--- config.mk ---
export PLATFORM = sky130hd
export DESIGN_NAME = muldiv_sequencer
export DESIGN_NICKNAME = d
export VERILOG_FILES = /design/src/rtl/muldiv_sequencer_pkg.sv /design/src/rtl/muldiv_datapath.sv /design/src/rtl/muldiv_sequencer.sv
export SDC_FILE = /design/constraint.sdc
export NUM_CORES = 1
export LEC_CHECK = 0
export ABC_AREA = 1
export CORE_ASPECT_RATIO = 0.9
export CORE_UTILIZATION = 45
export DETAILED_ROUTE_END_ITERATION = 16
export GPL_TIMING_DRIVEN = 1
export SKIP_LAST_GASP = 1
export SYNTH_ARGS = -nofsm -noshare
export SYNTH_HDL_FRONTEND = slang
export SYNTH_SLANG_ARGS = --single-unit
export TNS_END_PERCENT = 5
--- constraint.sdc ---
create_clock -name clk -period 4.47 [get_ports clk]
set_input_delay 0.894 -clock clk [delete_from_list [all_inputs] [get_ports clk]]
set_output_delay 0.894 -clock clk [all_outputs]
set_load 0.02 [all_outputs]
--- src/rtl/muldiv_sequencer_pkg.sv ---
// Shared encodings for the RV32M multiply/divide sequencer: funct3 op codes,
// FSM state encoding and operand-signedness helpers.
package muldiv_sequencer_pkg;

  localparam logic [2:0] MD_MUL    = 3'b000;
  localparam logic [2:0] MD_MULH   = 3'b001;
  localparam logic [2:0] MD_MULHSU = 3'b010;
  localparam logic [2:0] MD_MULHU  = 3'b011;
  localparam logic [2:0] MD_DIV    = 3'b100;
  localparam logic [2:0] MD_DIVU   = 3'b101;
  localparam logic [2:0] MD_REM    = 3'b110;
  localparam logic [2:0] MD_REMU   = 3'b111;

  localparam logic [6:0] MD_FUNCT7 = 7'b0000001;

  typedef enum logic [1:0] {
    S_IDLE = 2'd0,
    S_BUSY = 2'd1,
    S_DONE = 2'd2
  } state_t;

  function automatic logic is_m_op(input logic [6:0] funct7);
    return funct7 == MD_FUNCT7;
  endfunction

  function automatic logic a_is_signed(input logic [2:0] f3);
    return (f3 == MD_MUL) || (f3 == MD_MULH) || (f3 == MD_MULHSU) ||
           (f3 == MD_DIV) || (f3 == MD_REM);
  endfunction

  function automatic logic b_is_signed(input logic [2:0] f3);
    return (f3 == MD_MUL) || (f3 == MD_MULH) || (f3 == MD_DIV) || (f3 == MD_REM);
  endfunction

endpackage

--- src/rtl/muldiv_datapath.sv ---
// Shift-add multiplier / restoring divider datapath working on operand magnitudes,
// with sign fix-up applied as the final iteration is registered.
module muldiv_datapath #(
  parameter int XLEN = 32
) (
  input  logic            clk,
  input  logic            rst,
  input  logic            load,
  input  logic            step,
  input  logic            finish,
  input  logic [2:0]      funct3,
  input  logic [XLEN-1:0] op_a,
  input  logic [XLEN-1:0] op_b,
  output logic            special,
  output logic [XLEN-1:0] result
);
  import muldiv_sequencer_pkg::*;

  logic [2:0]        op_q;
  logic              neg_q, neg_r;
  logic [XLEN-1:0]   dvs;
  logic [2*XLEN-1:0] acc, acc_nxt, prod_fix;

  logic              sa, sb, div_zero, ovf;
  logic [XLEN-1:0]   abs_a, abs_b, spec_val, res_fix, quo, rem;
  logic [XLEN:0]     sum, rsh, diff;

  always_comb begin
    sa       = a_is_signed(funct3) & op_a[XLEN-1];
    sb       = b_is_signed(funct3) & op_b[XLEN-1];
    abs_a    = sa ? -op_a : op_a;
    abs_b    = sb ? -op_b : op_b;
    div_zero = funct3[2] && (op_b == '0);
    ovf      = ((funct3 == MD_DIV) || (funct3 == MD_REM)) &&
               (op_a == {1'b1, {(XLEN-1){1'b0}}}) && (op_b == '1);
    special  = div_zero | ovf;
    // funct3[1] separates REM/REMU from DIV/DIVU
    if (div_zero) spec_val = funct3[1] ? op_a : '1;
    else          spec_val = funct3[1] ? '0 : op_a;
  end

  always_comb begin
    sum  = {1'b0, acc[2*XLEN-1:XLEN]} + (acc[0] ? {1'b0, dvs} : '0);
    rsh  = {acc[2*XLEN-1:XLEN], acc[XLEN-1]};
    diff = rsh - {1'b0, dvs};
    if (!op_q[2])
      acc_nxt = {sum, acc[XLEN-1:1]};
    else if (!diff[XLEN])
      acc_nxt = {diff[XLEN-1:0], acc[XLEN-2:0], 1'b1};
    else
      acc_nxt = {rsh[XLEN-1:0], acc[XLEN-2:0], 1'b0};

    prod_fix = neg_q ? -acc_nxt : acc_nxt;
    quo      = neg_q ? -acc_nxt[XLEN-1:0] : acc_nxt[XLEN-1:0];
    rem      = neg_r ? -acc_nxt[2*XLEN-1:XLEN] : acc_nxt[2*XLEN-1:XLEN];
    case (op_q)
      MD_MUL:                       res_fix = prod_fix[XLEN-1:0];
      MD_MULH, MD_MULHSU, MD_MULHU: res_fix = prod_fix[2*XLEN-1:XLEN];
      MD_DIV, MD_DIVU:              res_fix = quo;
      MD_REM, MD_REMU:              res_fix = rem;
      default:                      res_fix = '0;
    endcase
  end

  always_ff @(posedge clk) begin
    if (rst) begin
      op_q   <= '0;
      neg_q  <= 1'b0;
      neg_r  <= 1'b0;
      dvs    <= '0;
      acc    <= '0;
      result <= '0;
    end else if (load) begin
      op_q  <= funct3;
      neg_q <= sa ^ sb;
      neg_r <= sa;
      if (funct3[2]) begin
        dvs <= abs_b;
        acc <= {{XLEN{1'b0}}, abs_a};
      end else begin
        dvs <= abs_a;
        acc <= {{XLEN{1'b0}}, abs_b};
      end
      if (special) result <= spec_val;
    end else if (step) begin
      acc <= acc_nxt;
      if (finish) result <= res_fix;
    end
  end

endmodule

--- src/rtl/muldiv_sequencer.sv ---
// RV32M iterative multiply/divide sequencer: stalls EX for a fixed XLEN-cycle run
// and pulses done_out with a registered result.
//   state  | meaning
//   S_IDLE | waiting for an M-op; accepts when valid_in & ~flush
//   S_BUSY | one multiply/divide iteration per cycle, counter 0..XLEN-1
//   S_DONE | result_out valid, done_out pulses, pipeline advances
module muldiv_sequencer #(
  parameter int XLEN = 32
) (
  input  logic            clk,
  input  logic            rst,
  input  logic            valid_in,
  input  logic [2:0]      funct3,
  input  logic [XLEN-1:0] op_a,
  input  logic [XLEN-1:0] op_b,
  input  logic            flush,
  output logic            stall_out,
  output logic            done_out,
  output logic [XLEN-1:0] result_out
);
  import muldiv_sequencer_pkg::*;

  localparam int             CW   = $clog2(XLEN) + 1;
  localparam logic [CW-1:0]  LAST = CW'(XLEN - 1);

  state_t        state, state_nxt;
  logic [CW-1:0] cnt, cnt_nxt;
  logic          load, step, finish, special;

  always_ff @(posedge clk) begin
    if (rst) begin
      state <= S_IDLE;
      cnt   <= '0;
    end else begin
      state <= state_nxt;
      cnt   <= cnt_nxt;
    end
  end

  always_comb begin
    state_nxt = state;
    cnt_nxt   = cnt;
    load      = 1'b0;
    step      = 1'b0;
    finish    = 1'b0;
    stall_out = 1'b0;
    done_out  = 1'b0;
    case (state)
      S_IDLE: begin
        if (valid_in && !flush) begin
          stall_out = 1'b1;
          load      = 1'b1;
          cnt_nxt   = '0;
          state_nxt = special ? S_DONE : S_BUSY;
        end
      end
      S_BUSY: begin
        stall_out = 1'b1;
        if (flush) begin
          state_nxt = S_IDLE;
        end else begin
          step    = 1'b1;
          cnt_nxt = cnt + CW'(1);
          if (cnt == LAST) begin
            finish    = 1'b1;
            state_nxt = S_DONE;
          end
        end
      end
      S_DONE: begin
        // a flushed op must not be written back
        done_out  = !flush;
        state_nxt = S_IDLE;
      end
      default: state_nxt = S_IDLE;
    endcase
  end

  muldiv_datapath #(.XLEN(XLEN)) u_dp (
    .clk     (clk),
    .rst     (rst),
    .load    (load),
    .step    (step),
    .finish  (finish),
    .funct3  (funct3),
    .op_a    (op_a),
    .op_b    (op_b),
    .special (special),
    .result  (result_out)
  );

endmodule

-- Yosys cells after proc, flatten, opt, wreduce, memory -nomap -nowiden
Index checks and enable logic that the tools add are counted.
- reduce and logical (&&, ||, !) cells: 25
- bitwise logic cells: 4
- eq/ne operators: 20
- muxes and demuxes: 37
- add/subtract/negate cells: 8
- operators by type and width (cell ; number):
    $mux 32 ; 14
    $mux 64 ; 5
    $neg 32->32 ; 4
    $pmux 32 s4 ; 1
    $eq 32x32->1 const B ; 2
    $neg 64->64 ; 1
    $add 32x33->33 ; 1
    $sub 33x32->33 ; 1
    $logic_not 32->1 ; 1
    $eq 3x3->1 const B ; 6
    $mux 6 ; 2
    $pmux 6 s2 ; 1
    $eq 3x2->1 const B ; 3
    $mux 1 ; 8
    $mux 2 ; 4
    $logic_or 1x1->1 ; 7
    $add 6x1->6 const B ; 1
    $eq 3x1->1 const B ; 2
    $eq 6x5->1 const B ; 1
    $logic_not 3->1 ; 2
    $reduce_and 3->1 ; 2
    $reduce_bool 2->1 ; 3
    $logic_and 1x1->1 ; 4
    $ne 2x2->1 const B ; 2
    other kinds (14) ; 16
- input port bits: 71
- logic and storage cells: 102
- output and inout port bits: 34
- bits in registers: 141

-- Longest topological paths before layout
- depth after elaboration: 9
- gate-level depth with buffers: 36
- mapped depth without buffers: 36

-- By module
From an unflattened synthesis, not the netlist that was laid out.
- cell total of the unflattened synthesis: 3273
- area total of the unflattened synthesis: 17918.4 µm²
- by module, submodules not included (module ; cells each ; area each (µm²) ; times used ; seq. area each (µm²)):
    muldiv_datapath ; 3197 ; 17424.2 ; 1 ; 2662.6
    muldiv_sequencer ; 76 ; 494.2 ; 1 ; 160.2

-- Worst setup path after synthesis
Ideal clock, no wire load.
- path kind: register -> register
- start point: register u_dp.acc[31]
- end point: register u_dp.result[14]
- setup slack: 0.571 ns
- data arrival time: 3.779 ns
- stages on the path, launching flop included: 31
- path buffers: 0
- library setup time: 0.119 ns
- required time: 4.351 ns
- period minus slack after synthesis: 3.899 ns
- cells stage by stage: dfxtp_1 > inv_1 > ha_1 > inv_1 > fa_1 > nand2_1 > nand2_1 > nand3b_1 > nand2_2 > nand2_1 > nand2_2 > nand2_2 > nand3_2 > nand3_2 > nand2_1 > inv_2 > ha_1 > nand2_1 > nor3_2 > nand3_1 > nor4_2 > nand2_1 > nor2_1 > nand3_1 > o21ai_2 > nand2_1 > xor2_1 > nand2_1 > nand3_1 > nand2_1 > a21oi_1
- longest elaborated chain between the ends: 9
- elaborated cells between the ends (all ways): 13
- those cells by class: add/sub: 4; mux: 9
- ends and longest elaborated chain (item ; line ; RTL):
    from (decl) ; muldiv_datapath.sv:22 ; logic [2*XLEN-1:0] acc, acc_nxt, prod_fix;
    from (signal assigned) ; muldiv_datapath.sv:79 ; acc <= {{XLEN{1'b0}}, abs_a};
    from (signal assigned) ; muldiv_datapath.sv:82 ; acc <= {{XLEN{1'b0}}, abs_b};
    from (signal assigned) ; muldiv_datapath.sv:86 ; acc <= acc_nxt;
    $sub 33x32->33 ; muldiv_datapath.sv:45 ; diff = rsh - {1'b0, dvs};
    $mux 64 ; muldiv_datapath.sv:48 ; else if (!diff[XLEN])
    $mux 64 * ; muldiv_datapath.sv:46 ; if (!op_q[2])
    $neg 64->64, or another cell as far along ; muldiv_datapath.sv:53 ; prod_fix = neg_q ? -acc_nxt : acc_nxt;
    $mux 64, or another cell as far along ; muldiv_datapath.sv:53 ;
    $pmux 32 s4 * ; muldiv_datapath.sv:56 ; case (op_q)
    $mux 32 * ; muldiv_datapath.sv:87 ; if (finish) result <= res_fix;
    $mux 32 * ; muldiv_datapath.sv:85 ; end else if (step) begin
    $mux 32 * ; muldiv_datapath.sv:73 ; end else if (load) begin
    to (signal assigned) ; muldiv_datapath.sv:84 ; if (special) result <= spec_val;
    to (signal assigned) ; muldiv_datapath.sv:87 ;
    to (decl) ; muldiv_datapath.sv:15 ; output logic [XLEN-1:0] result
Every way passes the cells marked *; elsewhere a longest branch is shown, timed or not. The select of a mux whose other input is x is not followed.
A chain may end at the register's enable or synchronous reset.

-- Worst setup path in the final report
- start point: register u_dp.acc[0]
- end point: register u_dp.result[29]
- longest elaborated chain between the ends: 9
- elaborated cells between the ends (all ways): 14
- those cells by class: add/sub: 4; mux: 10
- ends and longest elaborated chain (item ; line ; RTL):
    $mux 32 ; muldiv_datapath.sv:43 ; sum = {1'b0, acc[2*XLEN-1:XLEN]} + (acc[0] ? {1'b0, dvs} : '0);
    $add 32x33->33 ; muldiv_datapath.sv:43 ;
    $mux 64 * ; muldiv_datapath.sv:46 ;
    $neg 64->64 / $neg 32->32 (equally long branches) ; muldiv_datapath.sv:53, muldiv_datapath.sv:55 ;
    $mux 64 / $mux 32 (equally long branches) ; muldiv_datapath.sv:53, muldiv_datapath.sv:55 ;
    $pmux 32 s4 * ; muldiv_datapath.sv:56 ;
    $mux 32 * ; muldiv_datapath.sv:87 ;
    $mux 32 * ; muldiv_datapath.sv:85 ;
    $mux 32 * ; muldiv_datapath.sv:73 ;
Marked as above.

==> results.json <==
{
  "arrival_ns": 4.73,
  "numPlacedInstances": 3939,
  "ant_nets": 0,
  "ys_ff_latch": 141,
  "clkTransAtPathRegs_ns": 0.07,
  "initial_core_util": 0.457,
  "crit_type": "flop to flop",
  "io_pins": 105,
  "wl_um": 89100,
  "nNetsFinal": 3575,
  "core_um2": 39500,
  "grt_max_degree": 62,
  "startpoint_type": "flop",
  "final_cells": 3977,
  "slew_viol_final": 0,
  "h-tree-depth": 4,
  "hpwlAfterDp_um": 72300,
  "drt-pass1-iter-count": 8,
  "p_leak_nw": 10.8,
  "final.min_clock_period_ns": 4.39,
  "hold_violations": 0,
  "track_usage": 0.431,
  "gp_congestion": 1.08,
  "slew_headroom": 0.195,
  "syn_area_um2": 18100,
  "vdd_drop_max_mv": 0.272,
  "min_path_type": "flop to flop",
  "num_vias": 23600,
  "post_drt_wl_per_cell_um": 22.4,
  "ys_dominant_reg_cell": "dfxtp_1",
  "async_flop_share": 0,
  "clock.fmax_ghz": 0.228,
  "power_density_nw_per_um2": 257,
  "rsz0062_at_grt": "yes",
  "num_rows": 69,
  "endpoint_kind": "flop",
  "grt_pass1_vias": 21100,
  "clk_path_buf_depth": 2,
  "setup_violations": 0,
  "setup-tns-final_ns": 0,
  "outcome": "finished, final reports clean",
  "drv_cap": 0,
  "synth_warnings": 0,
  "drcViolationCount": 0,
  "yosysSeqAreaShare": 0.156,
  "crit_fanout": 7,
  "cts_buffers": 17,
  "cts_tree": "built",
  "drtIter0Drc": 3354,
  "vias_per_cell": 5.93,
  "drive_gt1_frac": 0.0865,
  "synth_edf_count": 0,
  "worstMarginPinSlew_ns": 1.19,
  "power_mw": 5.36,
  "cts-root-buf": "clkbuf_16",
  "port_buffers": 104,
  "grt_overflow": 0,
  "die_y_um": 192,
  "synth_nets": 3464,
  "clock_latency_ns": 0.47,
  "cp.required_ns": 4.82,
  "worst_clock_skew_ns": 0.0197,
  "syn-mean-instance-area_um2": 5.44,
  "clock-sinks": 141,
  "ys_types": 57,
  "die_w_um": 213,
  "period_share": 0.981,
  "area_growth_pct": 15.6,
  "synthCells": 3321,
  "utilization": 0.528,
  "fp.dieArea_um2": 41000,
  "grt_pass1_wl_um": 130000,
  "antenna_found_initial": 1
}
worst max-delay path: stages (launching register included):
cell and delay [ns]:
dfxtp_1 0.47, nand2_1 0.13, inv_1 0.08, ha_1 0.34, fa_2 0.34, nand2_1 0.11, nand2_1 0.08, o21a_1 0.28
nand2_1 0.08, nand2_1 0.19, nand3_1 0.12, nand3_1 0.16, nor2_1 0.07, o21ai_1 0.73, nor2_1 0.13, nand2_1 0.12
nor2_2 0.05, nand2_1 0.13, nand2_1 0.09, nand2_1 0.12, nand2_1 0.05, nand3_1 0.06, nand3_1 0.10, nand2_1 0.14
a21oi_2 0.06
cell usage after synthesis (5+ instances only):
library cell  instances  area (µm²)
a21oi_1             213        1070
a21oi_2              12         105
a221oi_1             16         140
a22oi_1               7        52.6
a31oi_1              14        87.6
buf_1                12        45.0
buf_2                18        90.1
buf_4                 6        45.0
buf_6                 6        67.6
clkbuf_1             81         304
dfxtp_1             141        2820
ha_1                 70         876
inv_1               481        1810
inv_2                 9        33.8
nand2_1            1000        3750
nand2_2              28         175
nand3_1             255        1280
nand3_2               9        90.1
nand3b_1             20         150
nand4_1              37         231
nor2_1              340        1280
nor2_2               18         113
nor3_1               35         175
nor4_1                5        31.3
o211ai_1             31         233
o21ai_0             233        1170
o21ai_1              16        80.1
o21ai_2              11        96.3
o21bai_1              9        67.6
o221ai_1             19         166
o22ai_1               7        43.8
o31ai_1               7        52.6
or2_2                15        93.8
xnor2_1              21         184
xor2_1               76         666
state kept, by name, summed over array words and instances, names as in the netlist:
name and count:
cnt 6, u_dp.neg_q 1, u_dp.result 32, state 2, u_dp.dvs 32, u_dp.neg_r 1
u_dp.acc 64, u_dp.op_q 3
power by group:
group          switching [mW]  internal [mW]
sequential             0.0618           1.33
combinational            1.68          0.722
clock                   0.667          0.894
total                    2.41           2.95
layer usage:
layer,share of wire,GRT usage
met5,0.00015,0
met4,0.052,0.206
met3,0.14,0.127
met2,0.39,0.604
met1,0.42,0.594
stage by stage:
stage | hold slack, ns | area, µm² | worst slack (ns)
floorplan | 0.456 | 18100 | 0.571
global placement | 0.474 | 20100 | 0.148
detailed placement | 0.482 | 20100 | 0.0242
CTS | 0.493 | 20700 | 0.0802
global route | 0.523 | 20900 | -0.0319
finish | 0.496 | 20900 | 0.0828
cells by family (layout without fill, tap and decap cells):
logic type / after synthesis / in the layout / share of synthesized area
xor+xnor: 97 / 97 / 0.0470
compound gates: 615 / 615 / 0.195
fa+ha+maj: 72 / 72 / 0.0507
simple gates: 1778 / 1778 / 0.417
flops: 141 / 141 / 0.156
buf+inv: 618 / 741 / 0.134
other cells: 0 / 1 / 0
area by class of cell:
| type | count | area [µm²] |
|---|---|---|
| diodes | 1 | 2.50 |
| clock buffers | 19 | 443 |
| clock inverters | 12 | 160 |
| fillers | 4275 | 18700 |
| inverters | 494 | 1850 |
| multi-input cells | 2562 | 13000 |
| flip-flops and latches | 141 | 2830 |
| well taps | 532 | 666 |
| repair buffers | 216 | 1930 |
timing repair:
action | CTS | global route
hold buffers | 0 | 0
resized for setup | 0 | 41
setup endpoints to repair | 0 | 29
setup buffers | 0 | 6
cell usage in the layout (no fill, tap or decap), types with 7 or more instances in the layout:
cell type,netlist,layout
nand2_1,1000,991
inv_1,481,477
nor2_1,340,334
nand3_1,255,250
o21ai_0,233,232
a21oi_1,213,211
dfxtp_1,141,134
buf_4,6,108
clkdlybuf4s50_1,0,103
xor2_1,76,76
ha_1,70,65
nand2_2,28,37
nand4_1,37,37
nor3_1,35,35
o211ai_1,31,31
nor2_2,18,22
xnor2_1,21,21
nand3b_1,20,20
o221ai_1,19,19
o21ai_1,16,17
clkbuf_16,0,17
a221oi_1,16,16
or2_2,15,15
a21oi_2,12,14
a31oi_1,14,14
inv_2,9,13
nand3_2,9,13
o21bai_1,9,9
o21ai_2,11,8
o31ai_1,7,7
o22ai_1,7,7
a22oi_1,7,7
path summary, 6_finish.rpt:
path,start,endpoint,slack [ns],depth (start not counted)
max,u_dp.acc[0],u_dp.result[29],0.08,24
max reg2reg,u_dp.acc[0],u_dp.result[29],0.08,24
min,u_dp.op_q[0],u_dp.op_q[0],0.50,2
min reg2reg,u_dp.op_q[0],u_dp.op_q[0],0.50,2
(Power assumes the default switching activity.)
